==> src/rtl/tracker_sequencer_if.sv <==
// Host-side bus of the pattern sequencer: pattern writes, playback control,
// and the note/speed outputs that feed the tracker synthesiser.
interface tracker_sequencer_if #(
  parameter int AW = 6
);
  logic          wr_en;
  logic [AW-1:0] wr_addr;
  logic [15:0]   wr_data;
  logic          start;
  logic          stop;
  logic [AW-1:0] start_row;
  logic          loop_en;
  logic [7:0]    row_ticks;
  logic [3:0]    speed_in;

  logic [7:0]    pitch;
  logic [1:0]    instrument;
  logic [3:0]    volume;
  logic [3:0]    speed;
  logic [AW-1:0] row;
  logic          playing;
  logic          row_strobe;
  logic          done;

  modport master (
    output wr_en, wr_addr, wr_data, start, stop, start_row, loop_en, row_ticks, speed_in,
    input  pitch, instrument, volume, speed, row, playing, row_strobe, done
  );

  modport slave (
    input  wr_en, wr_addr, wr_data, start, stop, start_row, loop_en, row_ticks, speed_in,
    output pitch, instrument, volume, speed, row, playing, row_strobe, done
  );
endinterface

==> src/rtl/tracker_sequencer.sv <==
// Pattern sequencer: steps through a writable row RAM at a programmable tempo
// and decodes each row into NOTE / HOLD / OFF / END for the tracker synthesiser.
module tracker_sequencer #(
  parameter int DEPTH = 64,
  parameter int AW    = $clog2(DEPTH)
) (
  input logic                clk,
  input logic                rst,
  tracker_sequencer_if.slave bus
);

  typedef enum logic [1:0] {
    S_IDLE,
    S_FETCH,
    S_DECODE,
    S_PLAY
  } state_e;

  typedef enum logic [1:0] {
    CMD_NOTE,
    CMD_HOLD,
    CMD_OFF,
    CMD_END
  } cmd_e;

  state_e        r_state;
  state_e        w_next;

  logic [15:0]   r_mem [DEPTH];
  logic [15:0]   r_rdata;

  logic [AW-1:0] r_row;
  logic [7:0]    r_pitch;
  logic [1:0]    r_instr;
  logic [3:0]    r_vol;
  logic [3:0]    r_speed;
  logic [7:0]    r_ticks;
  logic          r_strobe;
  logic          r_done;
  logic          r_end_chain;

  cmd_e          w_cmd;
  logic [7:0]    w_ticks_load;
  logic          w_begin;
  logic          w_enter_play;
  logic          w_jump;
  logic          w_finish;
  logic          w_advance;
  logic          w_abort;

  assign w_cmd        = cmd_e'(r_rdata[15:14]);
  assign w_ticks_load = (bus.row_ticks == 8'd0) ? 8'd0 : bus.row_ticks - 8'd1;

  // Pattern RAM: non-blocking read and write give read-before-write on collision.
  always_ff @(posedge clk) begin
    if (bus.wr_en) begin
      r_mem[bus.wr_addr] <= bus.wr_data;
    end
    if (r_state == S_FETCH) begin
      r_rdata <= r_mem[r_row];
    end
  end

  always_ff @(posedge clk or negedge rst) begin
    if (!rst) begin
      r_state <= S_IDLE;
    end else begin
      r_state <= w_next;
    end
  end

  always_comb begin
    w_next       = r_state;
    w_begin      = 1'b0;
    w_enter_play = 1'b0;
    w_jump       = 1'b0;
    w_finish     = 1'b0;
    w_advance    = 1'b0;
    w_abort      = 1'b0;
    case (r_state)
      S_IDLE: begin
        if (bus.start && !bus.stop) begin
          w_begin = 1'b1;
          w_next  = S_FETCH;
        end
      end
      S_FETCH: begin
        w_next = S_DECODE;
      end
      S_DECODE: begin
        if (w_cmd == CMD_END) begin
          // A second END without an intervening PLAY finishes, breaking END->END loops.
          if (bus.loop_en && !r_end_chain) begin
            w_jump = 1'b1;
            w_next = S_FETCH;
          end else begin
            w_finish = 1'b1;
            w_next   = S_IDLE;
          end
        end else begin
          w_enter_play = 1'b1;
          w_next       = S_PLAY;
        end
      end
      S_PLAY: begin
        if (r_ticks == 8'd0) begin
          w_advance = 1'b1;
          w_next    = S_FETCH;
        end
      end
      default: begin
        w_next = S_IDLE;
      end
    endcase
    if (bus.stop && (r_state != S_IDLE)) begin
      w_next       = S_IDLE;
      w_abort      = 1'b1;
      w_enter_play = 1'b0;
      w_jump       = 1'b0;
      w_finish     = 1'b0;
      w_advance    = 1'b0;
    end
  end

  always_ff @(posedge clk or negedge rst) begin
    if (!rst) begin
      r_row       <= '0;
      r_pitch     <= '0;
      r_instr     <= '0;
      r_vol       <= '0;
      r_speed     <= '0;
      r_ticks     <= '0;
      r_strobe    <= 1'b0;
      r_done      <= 1'b0;
      r_end_chain <= 1'b0;
    end else begin
      r_strobe <= 1'b0;
      r_done   <= 1'b0;
      if (w_begin) begin
        r_row   <= bus.start_row;
        r_speed <= bus.speed_in;
      end
      if (w_enter_play) begin
        r_ticks     <= w_ticks_load;
        r_strobe    <= 1'b1;
        r_end_chain <= 1'b0;
        case (w_cmd)
          CMD_NOTE: begin
            r_pitch <= r_rdata[7:0];
            r_instr <= r_rdata[13:12];
            r_vol   <= r_rdata[11:8];
          end
          CMD_OFF: r_vol <= '0;
          default: ;
        endcase
      end
      if (w_jump) begin
        r_row       <= r_rdata[AW-1:0];
        r_end_chain <= 1'b1;
      end
      if (w_finish) begin
        r_vol       <= '0;
        r_done      <= 1'b1;
        r_end_chain <= 1'b0;
      end
      if (w_abort) begin
        r_vol       <= '0;
        r_end_chain <= 1'b0;
      end
      if ((r_state == S_PLAY) && !w_abort && (r_ticks != 8'd0)) begin
        r_ticks <= r_ticks - 8'd1;
      end
      if (w_advance) begin
        r_row <= r_row + AW'(1);
      end
    end
  end

  assign bus.pitch      = r_pitch;
  assign bus.instrument = r_instr;
  assign bus.volume     = r_vol;
  assign bus.speed      = r_speed;
  assign bus.row        = r_row;
  assign bus.playing    = (r_state != S_IDLE);
  assign bus.row_strobe = r_strobe;
  assign bus.done       = r_done;

endmodule

==> src/flat_wrapper.sv <==
// flat-port wrapper written by rule: the top's interface ports become plain ports
module tracker_sequencer_flat 
#(
  parameter int DEPTH = 64,
  parameter int AW    = $clog2(DEPTH)
)
  (clk, rst, bus_wr_en, bus_wr_addr, bus_wr_data, bus_start, bus_stop, bus_start_row, bus_loop_en, bus_row_ticks, bus_speed_in, bus_pitch, bus_instrument, bus_volume, bus_speed, bus_row, bus_playing, bus_row_strobe, bus_done);
  tracker_sequencer_if #(.AW(AW)) bus_i ();
  input logic clk;
  input logic rst;
  input wire logic [$bits(bus_i.wr_en)-1:0] bus_wr_en;
  input wire logic [$bits(bus_i.wr_addr)-1:0] bus_wr_addr;
  input wire logic [$bits(bus_i.wr_data)-1:0] bus_wr_data;
  input wire logic [$bits(bus_i.start)-1:0] bus_start;
  input wire logic [$bits(bus_i.stop)-1:0] bus_stop;
  input wire logic [$bits(bus_i.start_row)-1:0] bus_start_row;
  input wire logic [$bits(bus_i.loop_en)-1:0] bus_loop_en;
  input wire logic [$bits(bus_i.row_ticks)-1:0] bus_row_ticks;
  input wire logic [$bits(bus_i.speed_in)-1:0] bus_speed_in;
  output wire logic [$bits(bus_i.pitch)-1:0] bus_pitch;
  output wire logic [$bits(bus_i.instrument)-1:0] bus_instrument;
  output wire logic [$bits(bus_i.volume)-1:0] bus_volume;
  output wire logic [$bits(bus_i.speed)-1:0] bus_speed;
  output wire logic [$bits(bus_i.row)-1:0] bus_row;
  output wire logic [$bits(bus_i.playing)-1:0] bus_playing;
  output wire logic [$bits(bus_i.row_strobe)-1:0] bus_row_strobe;
  output wire logic [$bits(bus_i.done)-1:0] bus_done;
  assign bus_i.wr_en = bus_wr_en;
  assign bus_i.wr_addr = bus_wr_addr;
  assign bus_i.wr_data = bus_wr_data;
  assign bus_i.start = bus_start;
  assign bus_i.stop = bus_stop;
  assign bus_i.start_row = bus_start_row;
  assign bus_i.loop_en = bus_loop_en;
  assign bus_i.row_ticks = bus_row_ticks;
  assign bus_i.speed_in = bus_speed_in;
  assign bus_pitch = bus_i.pitch;
  assign bus_instrument = bus_i.instrument;
  assign bus_volume = bus_i.volume;
  assign bus_speed = bus_i.speed;
  assign bus_row = bus_i.row;
  assign bus_playing = bus_i.playing;
  assign bus_row_strobe = bus_i.row_strobe;
  assign bus_done = bus_i.done;
  tracker_sequencer #(.DEPTH(DEPTH), .AW(AW)) u_core (.clk(clk), .rst(rst), .bus(bus_i));
endmodule
==> config.mk <==
export PLATFORM = sky130hd
export DESIGN_NAME = tracker_sequencer_flat
export DESIGN_NICKNAME = d
export VERILOG_FILES = /design/src/rtl/tracker_sequencer_if.sv /design/src/rtl/tracker_sequencer.sv /design/src/flat_wrapper.sv
export SDC_FILE = /design/constraint.sdc
export NUM_CORES = 1
export LEC_CHECK = 0
export CAP_MARGIN = 20
export CORE_MARGIN = 3
export CORE_UTILIZATION = 28
export CTS_BUF_LIST = sky130_fd_sc_hd__clkbuf_2 sky130_fd_sc_hd__clkbuf_4 sky130_fd_sc_hd__clkbuf_8
export DETAILED_ROUTE_END_ITERATION = 6
export HOLD_SLACK_MARGIN = 0.12
export PLACE_DENSITY_LB_ADDON = 0.15
export SLEW_MARGIN = 20
export SYNTH_ARGS = -nofsm -noshare
export SYNTH_HDL_FRONTEND = slang
export SYNTH_SLANG_ARGS = --single-unit
==> constraint.sdc <==
create_clock -name clk -period 5.6 [get_ports clk]
set_input_delay 0.56 -clock clk [delete_from_list [all_inputs] [get_ports clk]]
set_output_delay 0.56 -clock clk [all_outputs]
set_load 0.005 [all_outputs]
# Word level (Yosys, flattened, before mapping)
# Memory sizes are Yosys's and may differ from the RTL's. A register that Yosys moved wholly into a read port is not among the register bits.
# Index checks and enable logic that the tools add are counted.
word_totals:
  wordCells: 84
  mem_bits_rw: 1024
  output_inout_bits: 27
  mem_count: 1
  inputBits: 46
  regBits: 37
classes:
  addsub: 3
  reduce_logical: 22
  n_eq_ne: 7
  mux: 41
memory_table:
  columns: ["name", "words", "width", "read_ports", "rd_clocked_by_memory_dff", "write_ports", "line_no", "text"]
  rows:
  - ["u_core.r_mem", 64, 16, 1, 1, 1, "tracker_sequencer.sv:29", "logic [15:0] r_mem [DEPTH];"]
op_table:
  columns: ["cell", "count"]
  rows:
  - ["two-way mux 1 bit", 26]
  - ["two-way mux 8 bit", 3]
  - ["two-way mux 6 bit", 3]
  - ["zero test 8 bit", 2]
  - ["subtractor 8 x 1 -> 8 bit, second input constant", 2]
  - ["two-way mux 4 bit", 3]
  - ["== test 2 bit, second input constant", 4]
  - ["two-way mux 2 bit", 4]
  - ["one-hot mux 2 bit (4 select lines)", 1]
  - ["one-hot mux 4 bit (2 select lines)", 1]
  - ["nonzero test 4 bit", 2]
  - ["nonzero test 8 bit", 1]
  - ["adder 6 x 1 -> 6 bit, second input constant", 1]
  - ["!= test 3 x 1 -> 1 bit, second input constant", 2]
  - ["AND reduction 2 bit", 3]
  - ["nonzero test 3 bit", 2]
  - ["logical AND 1 bit", 5]
  - ["zero test 2 bit", 2]
  - ["nonzero test 2 bit", 2]
  - ["zero test 1 bit", 3]
  - ["== test 2 x 1 -> 1 bit, second input constant", 1]

# Logic depth before layout (Yosys ltp)
# Gate-level depths: netlist of the first run.
depth:
  ltp_word: 9
  ltp_mapped: 10
  depth_no_buf: 8

# Least setup slack after synthesis of the first run
# No wires, ideal clock.
synth_path:
  path_type: "input to register"
  startpoint: "input port bus_wr_addr[3]"
  endpoint: "memory u_core.r_mem[48][0], enable pin"
  path_slack_ps: 3000
  path_stages: 4
  t_arrival_ps: 2190
  cell_sequence: "clkbuf_1 > nor2b_1 > nand4b_1 > nor3_1"
synth_lines:
  columns: ["element", "line_no", "text"]
  rows:
  - ["start: declaration", "flat_wrapper.sv:12", "input wire logic [$bits(bus_i.wr_addr)-1:0] bus_wr_addr;"]
  - ["end: declaration", "tracker_sequencer.sv:29", null]
# Straight into the memory's write port.

# Worst setup path after layout of the first run
layout_path:
  startpoint: "register u_core.r_row[1] (netlist: u_core.bus.row[1])"
  endpoint: "output port bus_row[1]"
layout_lines:
  columns: ["element", "line_no", "text"]
  rows:
  - ["start: declaration", "tracker_sequencer.sv:32", "logic [AW-1:0] r_row;"]
  - ["start signal: assignment", "tracker_sequencer.sv:140", "r_row <= bus.start_row;"]
  - ["start signal: assignment", "tracker_sequencer.sv:158", "r_row <= r_rdata[AW-1:0];"]
  - ["start signal: assignment", "tracker_sequencer.sv:174", "r_row <= r_row + AW'(1);"]
  - ["end: declaration", "flat_wrapper.sv:24", "output wire logic [$bits(bus_i.row)-1:0] bus_row;"]
# No word-level cell between the ends.

==> results of run 1 <==
synthesized netlist by cell type, drive strengths merged, types with 5 or more instances:
library cell / number / area, um2
o21ai: 15 / 75.1
nor3: 7 / 40.0
nand3b: 9 / 80.1
nand2b: 11 / 68.8
nand3: 17 / 85.1
a22o: 13 / 114
a211oi: 26 / 195
mux2: 32 / 360
a22oi: 13 / 103
nor2: 109 / 417
inv: 14 / 52.6
o22ai: 34 / 213
nor2b: 8 / 50.1
edfxtp: 1040 / 31200
a21oi: 38 / 190
dfrtp: 37 / 926
mux2i: 108 / 1080
mux4: 222 / 5000
a32oi: 17 / 149
ha: 9 / 113
clkbuf: 48 / 180
nand4: 5 / 31.3
or2: 6 / 37.5
buf: 59 / 402
nand2: 105 / 394
o221ai: 13 / 114
cells by family (layout without fill, tap and decap cells):
| family | after synthesis | count (layout) | share of synthesized area, % |
|---|---|---|---|
| flip-flops | 1077 | 1077 | 76.3 |
| adder cells (fa/ha/maj) | 9 | 9 | 0.267 |
| AO/OA/AOI/OAI | 191 | 191 | 3.23 |
| other | 0 | 3 | 0 |
| multiplexers | 362 | 362 | 15.3 |
| buffers and inverters | 121 | 518 | 1.51 |
| AND/OR/NAND/NOR | 300 | 300 | 3.28 |
| XOR/XNOR | 4 | 4 | 0.0832 |
metrics by stage:
step,cells,utilization (%),total power [uW],setup WS (ns)
after global routing,4465,33.1,23500,1.71
after floorplan,2064,-,13300,3.00
after CTS,4463,33.1,22900,1.71
final,4466,33.1,22500,1.91
after detailed placement,4127,30.7,15900,1.92
after global placement,4127,30.7,15900,1.68
path summary, 6_finish.rpt:
path / depth (start not counted) / endpoint / startpoint / slack (ns)
max reg2reg: 6 / u_core.r_rdata[7]$_DFFE_PN_ / u_core.bus.row[0]$_DFFE_PN0P_ / 1.97
max: 2 / bus_row[1] / u_core.bus.row[1]$_DFFE_PN0P_ / 1.91
min in group asynchronous: 2 / u_core.bus.pitch[2]$_DFFE_PN0P_ / rst / 0.36
min reg2reg: 2 / u_core.bus.speed[1]$_DFFE_PN0P_ / u_core.bus.speed[1]$_DFFE_PN0P_ / 0.48
min: 3 / u_core.bus.speed[0]$_DFFE_PN0P_ / bus_speed_in[0] / 0.26
max in group asynchronous: 2 / u_core.bus.row[0]$_DFFE_PN0P_ / rst / 4.61
state kept, by name, summed over array words and instances, names as in the netlist:
signal / count
u_core.bus.row_strobe: 1
u_core.bus.done: 1
u_core.r_rdata: 16
u_core.r_ticks: 8
u_core.r_end_chain: 1
u_core.bus.speed: 4
u_core.r_state: 2
u_core.bus.volume: 4
u_core.bus.instrument: 2
u_core.r_mem: 1024
u_core.bus.pitch: 8
u_core.bus.row: 6
metal layers:
layer	track usage (%)	share of wire (%)	up-vias
met2	23.7	46	701
met4	4.18	2.1	0
li1	-	-	9075
met5	0	0	-
met1	22.2	46	11400
met3	2.98	5.6	162
tightest hold or removal path, stage by stage:
cell and delay [ns]:
sky130_fd_sc_hd__clkdlybuf4s50_1 0.41, sky130_fd_sc_hd__nand2_1 0.06, sky130_fd_sc_hd__nand2_1 0.04
power groups by stage:
stage | Combinational [uW] | Clock (uW) | Sequential (uW)
2_1_floorplan | 3890 | 0 | 9390
3_3_place_gp | 6160 | 0 | 9730
3_5_place_dp | 6190 | 0 | 9730
4_1_cts | 6210 | 7090 | 9570
5_1_grt | 6470 | 7460 | 9590
6_report | 6070 | 6850 | 9570
final cells by class:
class                      instances  area, um2  area share, %
timing repair buffer             171       1470           3.00
clock buffer                     246       3000           6.11
clock inverter                    87        524           1.07
inverter                          14       52.6          0.107
multi-input combinational        866       9420           19.2
tap                             2002       2500           5.10
sequential                      1077      32200           65.4
antenna                            3       7.51         0.0153
repair_timing:
action	4_1_cts	5_1_grt
endpoints found under the hold margin	39	0
hold buffers	3	0
setup buffers	0	0
==> results.txt, run 1 <==
* Fraction of layout cells with a size suffix above 1: 28.2%
- Unrepaired setup endpoints after global routing: false
- Dividing total power by cell area gives a power density of 457 nW/um2.
- The routed layout has between 20000 and 25000 vias.
- Once detailed placement completed, the half-perimeter wirelength came to 71600 um.
* Average instance area after synthesis: 20.4 um2
- Clock tree synthesis found a total of 1077 sinks.
- Clock transition at the registers of the reported paths: 0.05 ns
* Non-Filler Cell Area, Final: 49200 um2
- Final Hold Vio Count: 0
- Max-cap violations in this run came to 0.
- Sequential cells were found to cover 76.3% of the synthesized design area.
- In this run the worst hold path is classified as in -> reg.
* CTS Root Buffer Type: sky130_fd_sc_hd__clkbuf_8
- Async set-or-reset flop fraction in the synthesized netlist: 3.44%
- Highest achievable clock rate: 271 MHz
- Outcome: finished, final reports clean
- After layout, the minimum clock period comes to 3.69 ns.
* Critical path endpoint category: output pin
- Average wire per standard cell: 27.0 um
- In this run the deepest clock path goes through 3 buffers.
* Data required time of the critical path: a little over 5 ns
* Total cell area at the placement stage: 45600 um2
- Clock tree from TritonCTS: yes
- Along the worst path, the maximum fanout reaches 46.
- The detail route stage leaves a number of antenna-violating nets equal to 0.
* IO Port Bufs: 72
- Comb pwr share: a little over a quarter
* Total global-route track usage: 15.4%
- In this run, the number of DRC markers left after iteration 0 of detailed routing was 1790.
- Pin count of the biggest net entering global routing: 65
- At the pin with the least slew margin, the transition time is 1.15 ns.
- Number of global-route vias before repair: about 22000
- The later pin in the worst-skew pair is clocked with a latency of approximately 0.86 ns.
* Final Cycle Share: 66.0%
- The floorplan has 141 rows.
* Maximum VDD drop: 0.197 mV
- The clock arrives with 0.0520 ns of skew.
- At the end of routability-driven placement, the weighted congestion stood at 0.812.
* Post-Syn Nets: 2119
- Part of the power in the clock network: 30.5%
* Overflow left after global routing: 0
- Switching part of the total power: 32.2%
- Number of enable-type register cells in the synthesized netlist: around 1000
* Final setup viols: 0
* Critical Setup Path Class: reg -> out
- In this run, flip-flops and latches consume 42.5% of the power.
* Max incr delay on CP: 0.85 ns
* Io pins: 73
- In this run the vertical extent of the chip is 394 um.
- For this design, the slowest cell found on the critical path is sky130_fd_sc_hd__dfrtp_4.
- Post-synthesis sequential element count: 1077
- Internal power comes to 15200 uW.
* Post-synthesis cell area: 42100 um2
- Initial antenna violation count: 9
* Net switching power of the design: 7240 uW
* Mean number of vias per cell: 4.78
- Net count of the finished layout: 2366
- CP startpoint kind: flop
- Counting every instance in the synthesized netlist gives 2064.
- Post-CTS repair changed the size of 0 cells.
- Static power due to leakage: 0.0156 uW
- The netlist uses 66 different library cells.
* TritonRoute pass-1 iters: 5
- Global-route wire length before repair: 171000 um
- The initial utilization of the core area, before any placement, comes to 28.4%.
* Critical path cell sequence: buf_4 > clkdlybuf4s50_1
- STA puts the critical path data arrival time at 3.13 ns.
- The clock tree synthesis step divided the H-tree into 4 levels.
- Counting both buffers and inverters, the worst setup path holds a total of 2.
- DRC violations left: 0
* Leading cell types in the layout, fill and taps excluded: 1040 x sky130_fd_sc_hd__edfxtp_1, 222 x sky130_fd_sc_hd__mux4_2, 185 x sky130_fd_sc_hd__clkbuf_8, 108 x sky130_fd_sc_hd__mux2i_1, 105 x sky130_fd_sc_hd__nand2_1
- Worst slew margin relative to its limit: 23.0%
- Dominant delay contributor by cell family on the critical path: buffers and inverters
* Area growth syn-to-layout: 16.7%
- Count of yosys warnings during synthesis: 0
- Routed WL: 121000 um
* Number of slew-limit violations in the final report: 0
- Post-Route Hold Slack: 0.262 ns
* Commonest register cell after synthesis: sky130_fd_sc_hd__edfxtp_1
- The number of clock buffers added by TritonCTS is 181.
- The die covers 155000 um2.
- The die is 394 um wide.
* Sum of negative setup slack: 0 ns
- The library cell used most frequently in the layout, excluding fill and tap cells, is sky130_fd_sc_hd__edfxtp_1.
- After filler insertion, the fill cell instance count of the layout stands at approximately 14000.
* Core ar.: about 150000 um2
No activity file was read; power rests on OpenSTA's default activity.
==> inputs of run 2 (changes only) <==
- clock period: 5.6 -> 3.2 ns (I/O delays scaled with it)
==> run 2 against run 1 <==
Flip-flop and latch count stayed put. Register-to-register slack got worse by 1.8 ns. Total power is 78% higher. Hold slack lost 0.076 ns. Critical path depth rose by 7. Cell count up 3.0%. Routed wire length up 1.2%. Die area stayed put. First-iteration DRC count shrank 3.2%. Critical path type is now reg -> reg.
==> results.txt, run 2 (synthesis results as in run 1) <==
- The flow ran to the end, and the final reports show no timing, DRC or antenna violations.
- The placeable core area is 149000 um2 (unchanged).
- The number of global-route vias before repair is 23100 (+3.6%).
- TritonCTS built the clock tree.
- Number of flip-flops under the largest register name: 1024 (unchanged)
- The average wire per standard cell came to 26.5 um (-1.7%).
- The clock insertion delay at the later pin of the skew report is 0.87 ns (about the same).
- Global-route wire length before repair: 174000 um (+2.1%)
- Most flop-heavy register: u_core.r_mem
* TritonCTS sink count: 1077 (unchanged)
- Overall via count from detail_route: 21700 (+1.6%)
- The clock period could shrink to 3.05 ns.
- Overflow left after global routing: 0 (unchanged)
* Detailed placer's ending HPWL: 77700 um (+8.5%)
* Number of slew-limit violations in the final report: 0 (unchanged)
- Number of placement rows: 141 (unchanged)
- Post-CTS Setup Repair Bufs: 0 (unchanged)
- The number of buffer cells added on primary ports was 72 (unchanged).
- For this run, the top clock speed supported by timing is around 330 MHz.
* Net count of the finished layout: 2506 (+5.9%)
* Total global-route track usage: 15.6% (+0.26 points)
* Die Y: 394 um (unchanged)
* Mean number of vias per cell: 4.72 (-1.3%)
* TritonRoute pass-1 iters: 5 (unchanged)
- Met3 routed wirelength: 5810 um (-14%)
* CTS Buf Count: 186 (+2.8%)
- Io pins: 73 (unchanged)
- The library cell used most frequently in the layout, excluding fill and tap cells, is sky130_fd_sc_hd__edfxtp_1.
* DRC violations left: 0 (unchanged)
- The worst ir drop on vdd came to 0.548 mV (+180%).
- Clock transition at the registers of the reported paths: 0.06 ns (about the same)
- Pwr Total: 40100 uW (+78%)
* Number of violations of the max-capacitance limit: 0 (unchanged)
- CTS H-Tree Depth: 4 (unchanged)
- In this run the top signal layer used is met4.
- The endpoint arrival time on the critical path was 3.80 ns (+0.67 ns).
- PnR worst setup slack: 0.148 ns (-1.76 ns)
- After layout, the worst path uses about 95% of the clock period.
- The data required time at the worst endpoint was 3.95 ns (-1.09 ns).
- Initial antenna violation count: 5 (-4)
- The setup path with the least slack is of type reg -> reg.
* Worst slew margin relative to its limit: 29.4% (+6.4 points)
- STA classifies the critical path endpoint as a flop.
- Pin count of the biggest net entering global routing: 64 (-1.5%)
- The x dimension of the die came to 394 um (unchanged).
- The power density over the cells is 795 nW/um2 (+74%).
- Final setup viols: 0 (unchanged)
* Initial Utilization: 28.4% (unchanged)
- From synthesis to final layout, the design area changed by 19.8%.
* Largest registers: u_core.r_mem: 1024 flops, u_core.r_rdata: 16 flops
- The full die area was 155000 um2 (unchanged).
- Sequential cell area: 32200 um2 (unchanged)
- The final hold violation count came to 0 (unchanged).
- Multi-input logic area: 9370 um2 (-0.48%)
- Setup repair after global routing left no endpoint under its margin.
- Clock tree synthesis selected as its root buffer the cell sky130_fd_sc_hd__clkbuf_8.
- The total of fill cells in the finished design came to 14200 (-0.12%).
- The routed wire length is 122000 um (+1.2%).
* Final clock skew: 0.0482 ns (-0.00380 ns)
* Routed metal-1 wirelength: 56900 um (+2.2%)
- The worst setup path is launched from a flop.
- Met2 WL: 56900 um (+2.4%)
- Sum of negative setup slack: 0 ns (unchanged)
* Leading cell types in the layout, fill and taps excluded: 1040 x sky130_fd_sc_hd__edfxtp_1, 222 x sky130_fd_sc_hd__mux4_2, 188 x sky130_fd_sc_hd__clkbuf_8, 185 x sky130_fd_sc_hd__buf_4, 108 x sky130_fd_sc_hd__mux2i_1
- The initial DRC count came to 1733 (-3.2%).
- The leakage power is 0.0163 uW (+4.7%).
* Number of buffers between clock root and the deepest sink: 3 (unchanged)
- The fraction of final layout cells with drive strength greater than 1 is 31.0% (+2.8 points).
- Pre-CTS setup slack: 0.0668 ns (-1.86 ns)
* Maximum net fanout on the critical path: 24 (-48%)
- RD Place Congestion: 0.815 (+0.32%)
- The number of nets still failing antenna checks after routing is 0 (unchanged).
* Worst min path class: in -> reg
- The worst-margin pin slew came to 1.06 ns (-0.0890 ns).
run 2: changes by cell type in the layout (fill, tap and decap cells not counted), moves of 4 or more:
cell	change
sky130_fd_sc_hd__buf_12	+23
sky130_fd_sc_hd__buf_4	+96
sky130_fd_sc_hd__clkinv_2	-6
sky130_fd_sc_hd__dlygate4sd3_1	+16
sky130_fd_sc_hd__nor2_4	-4
run 2: through the flow:
| step | cell area [um2] | hold slack [ns] | instances | utilization (%) |
|---|---|---|---|---|
| after floorplan | 42100 | 0.0244 | 2064 | - |
| after global placement | 46700 | 0.462 | 4245 | 31.4 |
| after detailed placement | 46700 | 0.468 | 4245 | 31.4 |
| after CTS | 50400 | 0.121 | 4594 | 34.0 |
| after global routing | 50400 | 0.169 | 4595 | 34.0 |
| final | 50400 | 0.185 | 4598 | 34.0 |
run 2: power by group:
part           internal [uW]  switching (uW)  total (uW)
Sequential             16000             599       16600
Combinational           5020            6500       11500
Clock                   6430            5580       12000
Total                  27400           12700       40100
run 2: final timing paths:
| path | startpoint | to | slack [ns] | cells after the start |
|---|---|---|---|---|
| max | u_core.bus.row[0]$_DFFE_PN0P_ | u_core.r_rdata[11]$_DFFE_PN_ | 0.15 | 9 |
| min | bus_wr_data[6] | u_core.r_mem[13][6]$_DFFE_PP_ | 0.19 | 1 |
| max reg2reg | u_core.bus.row[0]$_DFFE_PN0P_ | u_core.r_rdata[11]$_DFFE_PN_ | 0.15 | 9 |
| min reg2reg | u_core.bus.speed[3]$_DFFE_PN0P_ | u_core.bus.speed[3]$_DFFE_PN0P_ | 0.48 | 2 |
| max in group asynchronous | rst | u_core.bus.row[2]$_DFFE_PN0P_ | 2.46 | 4 |
| min in group asynchronous | rst | u_core.bus.pitch[1]$_DFFE_PN0P_ | 0.52 | 4 |
run 2: worst max-delay path: stages, from the launching register on:
cell	delay, ns
sky130_fd_sc_hd__dfrtp_4	0.52
sky130_fd_sc_hd__buf_12	0.19
sky130_fd_sc_hd__buf_4	0.23
sky130_fd_sc_hd__mux4_2	0.40
sky130_fd_sc_hd__o22ai_1	0.12
sky130_fd_sc_hd__nor4_1	0.88
sky130_fd_sc_hd__buf_4	0.23
sky130_fd_sc_hd__a21oi_1	0.04
sky130_fd_sc_hd__o2bb2ai_1	0.18
sky130_fd_sc_hd__buf_4	0.12
run 2: metal layers:
metal,up-vias,GRT usage (%)
met1,11600,22.4
met5,-,0
met4,0,4.22
met2,630,24.4
li1,9338,-
met3,154,2.89
run 2: layout make-up:
| class | instances | share of cell area [%] |
|---|---|---|
| Inverter | 14 | 0.104 |
| Tap cell | 2002 | 4.97 |
| Clock buffer | 251 | 6.07 |
| Antenna cell | 4 | 0.0198 |
| Sequential cell | 1077 | 63.8 |
| Timing Repair Buffer | 306 | 5.58 |
| Clock inverter | 78 | 0.915 |
| Multi-Input combinational cell | 866 | 18.6 |
run 2: what timing repair did:
item	CTS	global route
resized for setup	0	0
hold buffers	20	0
endpoints found under the hold margin	354	0
